==> src/rtl/valid_delay_line.sv <==
// Fixed-depth shift line carrying one expected bit plus its valid flag, so a
// check fires exactly DEPTH cycles after the vector was issued.
module valid_delay_line #(
    parameter int DEPTH = 4
) (
    input  logic clk,
    input  logic rst,
    input  logic push,
    input  logic din,
    output logic out_vld,
    output logic dout,
    output logic pending
);

    localparam logic [DEPTH-1:0] KEEP_MASK = {DEPTH{1'b1}} >> 1;

    logic [DEPTH-1:0] vld_p;
    logic [DEPTH-1:0] dat_p;

    always_ff @(posedge clk) begin
        if (rst) begin
            vld_p <= '0;
        end else begin
            vld_p <= (vld_p << 1) | DEPTH'(push);
        end
    end

    always_ff @(posedge clk) begin
        dat_p <= (dat_p << 1) | DEPTH'(din);
    end

    assign out_vld = vld_p[DEPTH-1];
    assign dout    = dat_p[DEPTH-1];
    // Entries still in flight after the one being checked this cycle.
    assign pending = |(vld_p & KEEP_MASK);

endmodule

==> config.mk <==
export PLATFORM = sky130hd
export DESIGN_NAME = valid_delay_line
export DESIGN_NICKNAME = d
export VERILOG_FILES = /design/src/rtl/valid_delay_line.sv
export SDC_FILE = /design/constraint.sdc
export NUM_CORES = 1
export LEC_CHECK = 0
export BUFFER_PORTS_ARGS = -buffer_cell sky130_fd_sc_hd__buf_4
export CAP_MARGIN = 40
export CORE_AREA = 5 5 42 44
export DETAILED_ROUTE_END_ITERATION = 16
export DIE_AREA = 0 0 47 49
export PLACE_DENSITY = 0.38
export SYNTH_ARGS = -nofsm -noshare
export SYNTH_HDL_FRONTEND = slang
export SYNTH_SLANG_ARGS = --single-unit
==> constraint.sdc <==
create_clock -name clk -period 1.9 [get_ports clk]
set_input_delay 0.095 -clock clk [delete_from_list [all_inputs] [get_ports clk]]
set_output_delay 0.095 -clock clk [all_outputs]
set_load 0.1 [all_outputs]
==> run_results.csv <==
group,metric,value,unit
sta,finalSetupViolCount,0,
sta,period_share,0.657,
critical_path,rr_worst_depth,1,
synth,seq_area_frac_synth,0.837,
global_routing,grt_overflow_total,0,
critical_path,startpoint,"vld_p[1]",
routing,drt_iter0_drc,0,
synth,yosys-top-cells-area,"dfxtp_1 (84%), nor2b_1 (13%), or3_1 (3.3%)",
synth,synth_adder_area_share,0,
critical_path,r2r_slack,1360,ps
routing,num_vias,127,
critical_path,crit_type,"flop to output port",
synth,synth_top_family_by_area,"simple AND/OR/NAND/NOR gates",
clocking,htree_levels,1,
routing,wl_per_cell,9.26,um
sta,hold_viol,0,
clocking,worstSkewPairLatency,240,ps
synth,synth_compound_area_frac,0,
sta,min_period,1250,ps
final_layout,layout_commonest_cell,"dfxtp_1",
synth,yosys.area.top_type_share,0.837,
clocking,clockRootBuffer,"clkbuf_4",
critical_path,end_kind,"output port",
sta,worst_pin_slew,280,ps
synth,syn_area,191,sq um
synth,synth_xor_area_frac,0,
place,portBuffers,6,
routing,routed_via_density,3.26,
floorplan,ios,7,
clocking,numClockSinks,8,
synth,syn_inst,13,
status,outcome,"finished clean",
floorplan,die_x,47,um
clocking,numCtsBuffers,3,
floorplan,coreArea,0.00140,sq mm
synth,syn-num-nets,17,
routing,ant_nets,0,
final_layout,final_cell_mix,"dfxtp_1 (8), buf_4 (6), nor2b_1 (4), clkbuf_4 (3)",
critical_path,cp.arrival,1150,ps
final_layout,n_antenna_cell,0,
global_routing,grt_pass1_wl,634,um
floorplan,initial_core_util,0.137,
floorplan,dieArea,0.00230,sq mm
sta,fmax,801,MHz
place,dp_cells,35,
final_layout,nets,29,
floorplan,rows,14,
synth,syn_avg_cell_area,14.7,sq um
routing,drt_wl_total,361,um
critical_path,critPathCapture,"pending",
power_and_ir_drop,power_leakage,0.127,nW
critical_path,timing.rr.end,"vld_p[1]",
power_and_ir_drop,finalPower,0.343,mW
synth,synthSimpleGateAreaFrac,0.163,
place,gp_congestion,0.620,
sta,fin_worst_skew,0.224,ps
clocking,clk_pin_slew_worst_paths,50,ps
critical_path,critPathLaunchType,"flop",
min_path,hp-class,"input port to flop",
sta,tns,0,ps
global_routing,antenna_found_initial,0,
global_routing,track_usage,0.0459,
global_routing,grt_max_degree,5,
sta,drv_slew,0,
final_layout,final_area,289,sq um
critical_path,required,1800,ps
sta,rsz0062_at_grt,"false",
place,place_area,256,sq um
clocking,cts_resized,0,
synth,synth-seq-cells,8,
power_and_ir_drop,power_density,1190,mW/mm^2
critical_path,worstPathMaxFanout,2,
sta,maxSlewHeadroom,0.815,
routing,first_pass_iters,1,
final_layout,layout-area-overhead-vs-synth,51.0,%
routing,remaining_drc_errors,0,
global_routing,first_global_vias,153,
final_layout,drive_above_1_share,0.391,
final_layout,fin_util,0.206,
clocking,clockBufferDepth,2,
synth,synth_top_area_cell,"dfxtp_1",
synth,muxShareOfSynthArea,0,
synth,yosys_warnings,0,
clocking,cts_tree,"yes",
floorplan,fp.dieH,49,um
synth,synth_cell_type_count,3,
critical_path,r2r_start,"vld_p[0]",
final_layout,stdcell_count,39,
power_and_ir_drop,peakVddDrop,324,uV
run,max_cap_viol_count,0,
kinds of logic after synthesis:
kind of cell	Yosys count
DFF	8
and+or+nand+nor	5
cell usage after synthesis:
master and count:
dfxtp_1 8, nor2b_1 4, or3_1 1
worst max-delay path: stages, from the launching register on:
cell and delay, ps:
dfxtp_1 300, or3_1 360, buf_4 240
worst min path at each step:
stage          from       end  slack (ps)  depth (start not counted)
6_report        rst  vld_p[0]          30                          2
5_1_grt         rst  vld_p[0]          20                          2
4_1_cts         rst  vld_p[0]          30                          2
3_5_place_dp    din  dat_p[0]         200                          1
3_3_place_gp    din  dat_p[0]         200                          1
2_1_floorplan   din  dat_p[0]         120                          0
timing repair:
| item | CTS | global route |
|---|---|---|
| endpoints found under the hold margin | 1 | 0 |
| hold buffers | 1 | 0 |
| setup buffers | 0 | 0 |
routing by layer:
metal | part of all wire | up-vias | track usage
met5 | 0 | - | 0
met4 | 0 | 0 | 0.0276
met3 | 0.17 | 0 | 0.0664
met2 | 0.39 | 9 | 0.0543
met1 | 0.44 | 58 | 0.0377
li1 | - | 60 | -
where the power goes:
group	switching [mW]	internal, mW
Clock	0.0523	0.0719
Combinational	0.0288	0.0117
Sequential	0.00236	0.176
Total	0.0834	0.259
final cells by class:
cell class	instances	area (sq um)
multi-input combinational	5	31.3
fill	160	1110
clock buffer	3	22.5
tap	16	20.0
timing repair buffer	7	55.1
sequential	8	160
registers in the layout, summed over array words and instances (netlist names):
register,count
dat_p,4
vld_p,4
stage by stage:
stage                     hold slack (ps)  setup WS, ps
final                                33.9           651
after floorplan                       123           764
after global placement                202           927
after detailed placement              204           919
after global routing                 17.2           593
after CTS                            27.7           634
(Power assumes the default switching activity.)
